==> src/rtl/gpio_port_responder_if.sv <==
// Decoder-to-GPIO bus: select, address, load/store strobes, store data and load data.
interface gpio_port_responder_if;
  localparam int unsigned BUS_W = 32;

  logic             sel_in;
  logic [BUS_W-1:0] Adr_in;
  logic             MemWrite_in;
  logic             MemRead_in;
  logic [BUS_W-1:0] Data_in;
  logic [BUS_W-1:0] Data_out;

  modport master (output sel_in, Adr_in, MemWrite_in, MemRead_in, Data_in, input Data_out);
  modport slave  (input sel_in, Adr_in, MemWrite_in, MemRead_in, Data_in, output Data_out);
endinterface

==> src/rtl/gpio_port_responder.sv <==
// GPIO responder: OUT register at 0x0024, synchronized IN / W1C rising-edge flags at 0x0028, irq.
// Optional input debounce when GPIO_DEBOUNCE_EN is defined.
module gpio_port_responder #(
  parameter int unsigned WIDTH           = 8,
  parameter int unsigned DEBOUNCE_CYCLES = 4
) (
  input  logic                  clk,
  input  logic                  reset,
  gpio_port_responder_if.slave  bus,
  input  logic [WIDTH-1:0]      gpio_in,
  output logic [WIDTH-1:0]      gpio_out,
  output logic                  irq
);
  localparam logic [15:0] OFS_OUT = 16'h0024;
  localparam logic [15:0] OFS_IN  = 16'h0028;

  if (WIDTH < 1 || WIDTH > 16) begin : g_bad_width
    $error("gpio_port_responder: WIDTH must be 1..16");
  end
  if (DEBOUNCE_CYCLES < 1) begin : g_bad_debounce
    $error("gpio_port_responder: DEBOUNCE_CYCLES must be >= 1");
  end

  logic [WIDTH-1:0] sync1, sync2, in_q, prev, edge_q;
  logic [WIDTH-1:0] rise, clr, edge_next;
  logic             acc_out, acc_in;
  logic [31:0]      rdata;
  logic             unused_bits;

  assign acc_out = bus.sel_in && (bus.Adr_in[15:0] == OFS_OUT);
  assign acc_in  = bus.sel_in && (bus.Adr_in[15:0] == OFS_IN);

  // A new rising edge in the same cycle as its clear keeps the flag set.
  assign clr       = (bus.MemWrite_in && acc_in) ? bus.Data_in[16 +: WIDTH] : '0;
  assign rise      = in_q & ~prev;
  assign edge_next = (edge_q & ~clr) | rise;

  // Zero-latency load path; idle bus reads as zero.
  always_comb begin
    rdata = '0;
    if (bus.MemRead_in) begin
      if (acc_out)     rdata = 32'(gpio_out);
      else if (acc_in) rdata = {16'(edge_q), 16'(in_q)};
    end
  end
  assign bus.Data_out = rdata;

  assign unused_bits = ^{bus.Adr_in[31:16], bus.Data_in};

  always_ff @(posedge clk) begin
    if (reset) begin
      gpio_out <= '0;
      sync1    <= '0;
      sync2    <= '0;
      prev     <= '0;
      edge_q   <= '0;
      irq      <= 1'b0;
    end else begin
      sync1  <= gpio_in;
      sync2  <= sync1;
      prev   <= in_q;
      edge_q <= edge_next;
      irq    <= |edge_next;
      if (bus.MemWrite_in && acc_out) gpio_out <= bus.Data_in[WIDTH-1:0];
    end
  end

`ifdef GPIO_DEBOUNCE_EN
  localparam int unsigned CNT_W = $clog2(DEBOUNCE_CYCLES + 1);

  logic [CNT_W-1:0] cnt [WIDTH];

  // Each bit follows sync2 only after it has disagreed for DEBOUNCE_CYCLES consecutive cycles.
  always_ff @(posedge clk) begin
    if (reset) begin
      in_q <= '0;
      for (int i = 0; i < int'(WIDTH); i++) cnt[i] <= '0;
    end else begin
      for (int i = 0; i < int'(WIDTH); i++) begin
        if (sync2[i] != in_q[i]) begin
          if (cnt[i] == CNT_W'(DEBOUNCE_CYCLES - 1)) begin
            in_q[i] <= sync2[i];
            cnt[i]  <= '0;
          end else begin
            cnt[i] <= cnt[i] + CNT_W'(1);
          end
        end else begin
          cnt[i] <= '0;
        end
      end
    end
  end
`else
  assign in_q = sync2;
`endif

endmodule

==> src/flat_wrapper.sv <==
// flat-port wrapper written by rule: the top's interface ports become plain ports
module gpio_port_responder_flat 
#(
  parameter int unsigned WIDTH           = 8,
  parameter int unsigned DEBOUNCE_CYCLES = 4
)
  (clk, reset, gpio_in, gpio_out, irq, bus_sel_in, bus_Adr_in, bus_MemWrite_in, bus_MemRead_in, bus_Data_in, bus_Data_out);
  gpio_port_responder_if bus_i ();
  input  logic clk;
  input  logic reset;
  input  logic [WIDTH-1:0] gpio_in;
  output logic [WIDTH-1:0] gpio_out;
  output logic irq;
  input wire logic [$bits(bus_i.sel_in)-1:0] bus_sel_in;
  input wire logic [$bits(bus_i.Adr_in)-1:0] bus_Adr_in;
  input wire logic [$bits(bus_i.MemWrite_in)-1:0] bus_MemWrite_in;
  input wire logic [$bits(bus_i.MemRead_in)-1:0] bus_MemRead_in;
  input wire logic [$bits(bus_i.Data_in)-1:0] bus_Data_in;
  output wire logic [$bits(bus_i.Data_out)-1:0] bus_Data_out;
  assign bus_i.sel_in = bus_sel_in;
  assign bus_i.Adr_in = bus_Adr_in;
  assign bus_i.MemWrite_in = bus_MemWrite_in;
  assign bus_i.MemRead_in = bus_MemRead_in;
  assign bus_i.Data_in = bus_Data_in;
  assign bus_Data_out = bus_i.Data_out;
  gpio_port_responder #(.WIDTH(WIDTH), .DEBOUNCE_CYCLES(DEBOUNCE_CYCLES)) u_core (.clk(clk), .reset(reset), .bus(bus_i), .gpio_in(gpio_in), .gpio_out(gpio_out), .irq(irq));
endmodule
==> config.mk <==
export PLATFORM = sky130hd
export DESIGN_NAME = gpio_port_responder_flat
export DESIGN_NICKNAME = d
export VERILOG_FILES = /design/src/rtl/gpio_port_responder_if.sv /design/src/rtl/gpio_port_responder.sv /design/src/flat_wrapper.sv
export SDC_FILE = /design/constraint.sdc
export NUM_CORES = 1
export LEC_CHECK = 0
export ABC_AREA = 1
export BUFFER_PORTS_ARGS = -buffer_cell sky130_fd_sc_hd__clkbuf_2
export CAP_MARGIN = 20
export CELL_PAD_IN_SITES_DETAIL_PLACEMENT = 0
export CELL_PAD_IN_SITES_GLOBAL_PLACEMENT = 1
export CORE_UTILIZATION = 25
export CTS_BUF_LIST = sky130_fd_sc_hd__clkbuf_16
export DETAILED_ROUTE_END_ITERATION = 8
export PLACE_DENSITY_LB_ADDON = 0.12
export SYNTH_ARGS = -nofsm -noshare
export SYNTH_HDL_FRONTEND = slang
export SYNTH_SLANG_ARGS = --single-unit
export TNS_END_PERCENT = 50
==> constraint.sdc <==
create_clock -name clk -period 1.4 [get_ports clk]
set_input_delay 0.28 -clock clk [delete_from_list [all_inputs] [get_ports clk]]
set_output_delay 0.28 -clock clk [all_outputs]
set_load 0.01 [all_outputs]
After elaboration in Yosys (flattened, before gate mapping)
Cells that the tools add are included.
Storage, ports and cells
  flip-flop bits (word level): 41
  bits in read-only memories: 0
  word-level logic and storage cells: 22
  memories kept: 0
  bits in latches: 0
  bits in writable memories: 0
  output and inout bits: 41
  bits of input ports: 77
Cells by class
  bitwise logic cells: 5
  shift-type cells: 0
  add/sub/neg operators: 0
  div/mod/pow operators: 0
  $mul: 0
  muxes and demuxes: 4
  magnitude comparators: 0
  equal/unequal tests: 2
  reductions and logical operators: 5
Operator list (count)
  $mux W32: 2
  $eq A16 B6 Y1 const B: 2
  $mux W24: 1
  $and A8 B8 Y8: 2
  $not A8 Y8: 2
  $mux W8: 1
  $or A8 B8 Y8: 1
  $reduce_or A8 Y1: 1
  $logic_and A1 B1 Y1: 4

Depth between registers and ports, before layout
Gate-level depths: netlist of the first run.
  depth in word-level cells: 8
  mapped depth: 11
  mapped depth without buffers: 11

Worst setup path before layout of the first run
OpenSTA, ideal clock, no wires.
  path kind: input -> output
  start point: input port bus_Adr_in[7]
  end point: output port bus_Data_out[0]
  cell stages on the path: 5
  arrival time: 1274 ps
  data required time: 1120 ps
  path slack: -154 ps
  buffers on the path: 0
  cells stage by stage: nor2_1 > nand3_2 > nor4_4 > nand2_1 > a21oi_1
On the way
  longest elaborated chain between the ends: 5
  elaborated cells between the ends (all ways): 7
Ends and longest elaborated chain
  start: declaration: RTL line flat_wrapper.sv:15  | input wire logic [$bits(bus_i.Adr_in)-1:0] bus_Adr_in;
  $eq A16 B6 Y1: RTL line gpio_port_responder.sv:31  | assign acc_in = bus.sel_in && (bus.Adr_in[15:0] == OFS_IN);
  $logic_and A1 B1 Y1: RTL line gpio_port_responder.sv:31
  $mux W24: RTL line gpio_port_responder.sv:43  | else if (acc_in) rdata = {16'(edge_q), 16'(in_q)};
  $mux W32 (*): RTL line gpio_port_responder.sv:42  | if (acc_out) rdata = 32'(gpio_out);
  $mux W32 (*): RTL line gpio_port_responder.sv:41  | if (bus.MemRead_in) begin
  end: declaration: RTL line flat_wrapper.sv:19  | output wire logic [$bits(bus_i.Data_out)-1:0] bus_Data_out;
Mark *: on every way between the ends. The rest lies on a longest branch, timed or not.

Final worst setup path of the first run
  start point: input port bus_Adr_in[15]
  end point: output port bus_Data_out[1]
The elaborated chain is that of the path after synthesis.

==> flow_metrics.env, run 1 <==
export IMPL_status="complete, but fails checks"
export IMPL_violations="negative setup slack"
export IMPL_wirelength_um=4380
export IMPL_cts_tree="done"
export IMPL_port_buffers=69
export IMPL_final_cell_area_um2=2630
export IMPL_layout_drive_gt1_share_pct=39.8
export IMPL_die_w_um=87.5
export IMPL_h_tree_depth=2
export IMPL_pwr_density_cell_nw_per_um2=1060
export IMPL_start_util_pct=26.3
export IMPL_layout_commonest_cell="clkbuf_2"
export IMPL_grt_pass1_wl_um=7190
export IMPL_synth_top_family_by_area="simple AND/OR/NAND/NOR gates"
export IMPL_dpl_hpwl_um=3560
export IMPL_viasPerCell=3.85
export IMPL_synthAdderAreaFrac_pct=0
export IMPL_grt_overflow_total=0
export IMPL_clk_path_buf_depth=2
export IMPL_grt_antenna_before_repair=0
export IMPL_hold_violations=0
export IMPL_synth_area_um2=1830
export IMPL_synth_warnings=0
export IMPL_yosys_top_cells_area="dfxtp_1 (45%), nor2_1 (10%), nand2_1 (7.0%)"
export IMPL_nNetsFinal=410
export IMPL_grt_usage_pct=12.4
export IMPL_drc=0
export IMPL_rows=30
export IMPL_cts_sink_count=41
export IMPL_cap_violations=0
export IMPL_place_area_um2=2380
export IMPL_seq_area_frac_synth_pct=44.9
export IMPL_start_kind="primary input"
export IMPL_hp_class="primary input to register"
export IMPL_drtIter0Drc=46
export IMPL_area_growth_pct=44.0
export IMPL_critPathMaxFanout=9
export IMPL_die_height_um=87.5
export IMPL_die_area_um2=7650
export IMPL_synthMuxAreaShare_pct=0
export IMPL_yosysTopAreaCell="dfxtp_1"
export IMPL_synth_compound_gate_area_share_pct=8.77
export IMPL_ant_nets=0
export IMPL_mostFrequentLayoutCells="clkbuf_2 (58), nor2_1 (43), dfxtp_1 (41), nand2_1 (34), inv_1 (26)"
export IMPL_syn_inst=249
export IMPL_drv_slew=0
export IMPL_dr_total_vias=1656
export IMPL_crit_type="primary input to output port"
export IMPL_diodes=0
export IMPL_cts_buffers_inserted=5
export IMPL_grt_max_degree=15
export IMPL_fin_hold_ws_ns=0.184
export IMPL_ios=118
export IMPL_insertion_delay_ns=0.28
export IMPL_cts_root_buf="clkbuf_16"
export IMPL_fin_util_pct=37.9
export IMPL_yosysTopAreaCellShare_pct=44.9
export IMPL_yosysUniqueCellTypes=20
export IMPL_coreArea_um2=6940
export IMPL_clkTransAtPathRegs_ns=0.06
export IMPL_ys_seq_elements=41
export IMPL_grt_pass1_vias=1530
export IMPL_clock_skew_ns=0.00581
export IMPL_finalSetupViolCount=16
export IMPL_first_pass_iters=4
export IMPL_endpoint_kind="output port"
export IMPL_synth_xor_area_share_pct=0
export IMPL_fin_crit_ns=1.69
export IMPL_required_ns=1.12
export IMPL_finalCritPeriodShare_pct=121
export IMPL_leakage_nw=1.26
export IMPL_rsz0062_at_grt="true"
export IMPL_yosys_area_share_simple_pct=32.0
export IMPL_fin_setup_tns_ns=-3.92
export IMPL_crit_arrival_ns=1.41
export IMPL_timing_final_ws_setup_ns=-0.290
export IMPL_vdd_drop_max_mv=0.630
export IMPL_wl_per_cell_um=10.2
export IMPL_dp_slack_ns=-0.325
export IMPL_max_freq_ghz=0.592
export IMPL_avgSynthCellArea_um2=7.34
export IMPL_place_congestion=0.790
[Yosys cell counts]
master,instances
nor2_1,51
dfxtp_1,41
nand2_1,34
inv_1,27
a21oi_1,16
buf_4,16
o21ai_0,16
nand4_1,9
nor3_1,8
or2_2,8
clkbuf_1,6
nor2_2,4
nand2_2,3
buf_2,2
nand3_2,2
nor2_4,2
clkinv_1,1
conb_1,1
nand2_4,1
nor4_4,1
[worst max-delay path: stages]
cell and delay [ns]:
clkbuf_2 0.10, nor2_4 0.12, nand2_4 0.08, nor4_4 0.28, buf_6 0.19, nand2_1 0.07
a21oi_2 0.15, clkbuf_2 0.15
[worst paths after layout]
check	start	endpoint	slack, ns	depth (start not counted)
worst max register to register	u_core.in_q[0]$_SDFF_PP0_	u_core.irq$_SDFF_PP0_	0.35	7
worst max-delay path	bus_Adr_in[15]	bus_Data_out[1]	-0.29	8
worst min-delay path	gpio_in[7]	u_core.sync1[7]$_SDFF_PP0_	0.18	3
worst min register to register	u_core.sync1[3]$_SDFF_PP0_	u_core.in_q[3]$_SDFF_PP0_	0.40	2
[routing by layer]
metal	global-route usage (%)	part of all wire, %	vias up
met5	0	0	-
met2	19.6	45	57
li1	-	-	913
met1	15.9	48	682
met3	3.51	6.3	4
met4	4.47	1.0	0
[where the power goes]
| part | internal (mW) | switching (mW) | total (mW) |
|---|---|---|---|
| Sequential | 1.21 | 0.0162 | 1.23 |
| Combinational | 0.108 | 0.140 | 0.248 |
| Clock | 0.843 | 0.466 | 1.31 |
| Total | 2.16 | 0.622 | 2.78 |
[state kept, by name (all words and copies together), names as in the netlist]
signal / flops
u_core.in_q: 8
u_core.irq: 1
u_core.prev: 8
u_core.gpio_out: 8
u_core.sync1: 8
u_core.edge_q: 8
[metrics by stage]
| step | power [mW] | cells |
|---|---|---|
| after floorplan | 1.41 | 264 |
| after global placement | 1.50 | 421 |
| after detailed placement | 1.50 | 421 |
| after CTS | 2.82 | 429 |
| after global routing | 2.94 | 430 |
| final | 2.78 | 430 |
[layout make-up]
class / count / area [um^2]
clock inverters: 3 / 46.3
well taps: 96 / 120
fillers: 754 / 4310
flip-flops and latches: 41 / 821
clock buffers: 5 / 125
inverters: 28 / 105
multi-input cells: 171 / 892
repair buffers: 86 / 520
[timing repair]
| action | CTS | global route |
|---|---|---|
| gates resized for setup | 3 | 27 |
| endpoints found under the setup margin | 16 | 25 |
| hold buffers | 0 | 0 |
| pin swaps | 0 | 2 |
| buffers inserted | 0 | 0 |
| hold endpoints to repair | 0 | 0 |
| cloned | 0 | 1 |
[cells by family (layout without fill, tap and decap cells)]
kind of cell / Yosys count / after routing
other: 1 / 16
AND/OR/NAND/NOR: 123 / 123
AO/OA/AOI/OAI: 32 / 32
flip-flops: 41 / 41
buffers and inverters: 52 / 122
No activity file was read; power rests on OpenSTA's default activity.
==> run 2: changes to the inputs <==
--- a/config.mk
+++ b/config.mk
@@ -6,6 +6,7 @@
 export NUM_CORES = 1
 export LEC_CHECK = 0
 export ABC_AREA = 1
+export ABC_CLOCK_PERIOD_IN_PS = 1400
 export BUFFER_PORTS_ARGS = -buffer_cell sky130_fd_sc_hd__clkbuf_2
 export CAP_MARGIN = 20
 export CELL_PAD_IN_SITES_DETAIL_PLACEMENT = 0
==> constraint.sdc (replaced) <==
create_clock -name clk -period 1.4 [get_ports clk]
set_input_delay 0.07 -clock clk [delete_from_list [all_inputs] [get_ports clk]]
set_output_delay 0.07 -clock clk [all_outputs]
set_load 0.01 [all_outputs]
==> flow_metrics.env, run 2 (synthesis results as in run 1) <==
export IMPL_wirelength_um=4280
export IMPL_cts_root_buf="clkbuf_16"
export IMPL_first_pass_iters=4
export IMPL_grt_antenna_before_repair=0
export IMPL_die_w_um=87.5
export IMPL_clkTransAtPathRegs_ns=0.06
export IMPL_grt_usage_pct=11.5
export IMPL_instances_no_fill=433
export IMPL_ios=118
export IMPL_critical_path_cell_chain="clkbuf_2 -> nor2_1 -> nand3_2 -> nor2_2 -> nand2_4 -> buf_4 -> o21ai_0 -> a21oi_1 -> clkbuf_2"
export IMPL_mostFrequentLayoutCells="clkbuf_2 (69), nor2_1 (50), dfxtp_1 (41), nand2_1 (34), inv_1 (27)"
export IMPL_area_growth_pct=37.9
export IMPL_grt_overflow_total=0
export IMPL_timing_final_ws_setup_ns=0.103
export IMPL_critPathMaxFanout=8
export IMPL_diodes=0
export IMPL_p_seq_share_pct=47.6
export IMPL_critPathBufInv=3
export IMPL_hold_violations=0
export IMPL_insertion_delay_ns=0.28
export IMPL_ant_nets=0
export IMPL_port_buffers=69
export IMPL_h_tree_depth=2
export IMPL_dp_slack_ns=-0.00388
export IMPL_die_height_um=87.5
export IMPL_cts_sink_count=41
export IMPL_finalCritPeriodShare_pct=92.7
export IMPL_drv_slew=0
export IMPL_crit_arrival_ns=1.23
export IMPL_endpoint_kind="output port"
export IMPL_clkPwrFrac_pct=43.1
export IMPL_cap_violations=0
export IMPL_hp_class="primary input to register"
export IMPL_fin_setup_tns_ns=0
export IMPL_layout_drive_gt1_share_pct=32.6
export IMPL_fin_crit_ns=1.30
export IMPL_intPower_mw=1.97
export IMPL_status="completed"
export IMPL_cts_tree="done"
export IMPL_drtIter0Drc=33
export IMPL_sw_frac_of_total_pct=23.4
export IMPL_r2r_setup_slack_ns=0.34
export IMPL_grt_pass1_vias=1464
export IMPL_max_freq_ghz=0.771
export IMPL_cpMostUsedCell="clkbuf_2"
export IMPL_leakage_nw=1.24
export IMPL_comb_power_share_pct=9.3
export IMPL_viasPerCell=3.91
export IMPL_cts_buffers_inserted=5
export IMPL_start_kind="primary input"
export IMPL_cp_slowest_cell="nor2_2"
export IMPL_coreArea_um2=6940
export IMPL_fin_hold_ws_ns=0.0259
export IMPL_place_congestion=0.686
export IMPL_finalSetupViolCount=0
export IMPL_dpl_hpwl_um=3370
export IMPL_rows=30
export IMPL_p_sw_uw=603
export IMPL_die_area_um2=7650
export IMPL_rsz0062_at_grt="true"
export IMPL_cpLargestDelayFamily="simple AND/OR/NAND/NOR gates"
export IMPL_nNetsFinal=413
export IMPL_vdd_drop_max_mv=0.609
export IMPL_clk_path_buf_depth=2
export IMPL_grt_pass1_wl_um=6780
export IMPL_dp_cells=414
export IMPL_fin_util_pct=36.3
export IMPL_grt_max_degree=15
export IMPL_crit_type="primary input to output port"
export IMPL_required_ns=1.33
export IMPL_clock_skew_ns=0.00668
export IMPL_drc=0
export IMPL_layout_commonest_cell="clkbuf_2"
export IMPL_pwr_density_cell_nw_per_um2=1020
export IMPL_slowest_delay_ns=0.18
export IMPL_dr_total_vias=1691
export IMPL_start_util_pct=26.3
export IMPL_wl_per_cell_um=9.88
-- run 2: timing repair --
action / CTS / global route
endpoints found under the setup margin: 2 / 8
gates resized for setup: 0 / 3
endpoints found under the hold margin: 8 / 0
pin swaps: 1 / 1
buffers inserted: 1 / 2
hold buffers: 8 / 0
-- run 2: path summary, 6_finish.rpt --
kind | from | endpoint | depth (start not counted)
setup / recovery | bus_Adr_in[7] | bus_Data_out[7] | 9
setup reg to reg | u_core.in_q[7]$_SDFF_PP0_ | u_core.irq$_SDFF_PP0_ | 7
hold reg to reg | u_core.sync1[2]$_SDFF_PP0_ | u_core.in_q[2]$_SDFF_PP0_ | 2
hold / removal | bus_Data_in[0] | u_core.gpio_out[0]$_SDFFE_PP0P_ | 3
-- run 2: power groups by stage --
| stage | combinational, mW | sequential, mW | clock, mW |
|---|---|---|---|
| floorplan | 0.161 | 1.25 | 0 |
| global placement | 0.223 | 1.25 | 0 |
| detailed placement | 0.224 | 1.25 | 0 |
| CTS | 0.243 | 1.23 | 1.14 |
| global route | 0.277 | 1.23 | 1.20 |
| finish | 0.239 | 1.23 | 1.11 |
-- run 2: area by class of cell --
class                      count  area, um^2
timing repair buffer          89         519
sequential                    41         821
fill                         778        4420
multi-input combinational    171         812
clock buffer                   5         125
tap                           96         120
clock inverter                 3        17.5
inverter                      28         105
-- run 2: stage by stage --
stage / total power, mW / cell area, um^2
after floorplan: 1.41 / 1880
after global placement: 1.48 / 2260
after detailed placement: 1.48 / 2260
after CTS: 2.61 / 2490
after global routing: 2.70 / 2520
final: 2.58 / 2520
-- run 2: metal layers --
layer  global-route usage [%]  up-vias  wire [um]
li1                         -      921          -
met1                     15.0      703       2060
met2                     18.6       61       1910
met3                     1.42        6        226
met4                     5.81        0         76
met5                        0        -          0
-- run 2: worst reg2reg max path, cell delays in order, from the launching register on --
cell	delay (ns)
dfxtp_1	0.36
inv_1	0.06
or2_2	0.29
nand2_1	0.07
nor2_1	0.04
nand2_1	0.05
nor2_1	0.04
nor2_1	0.08
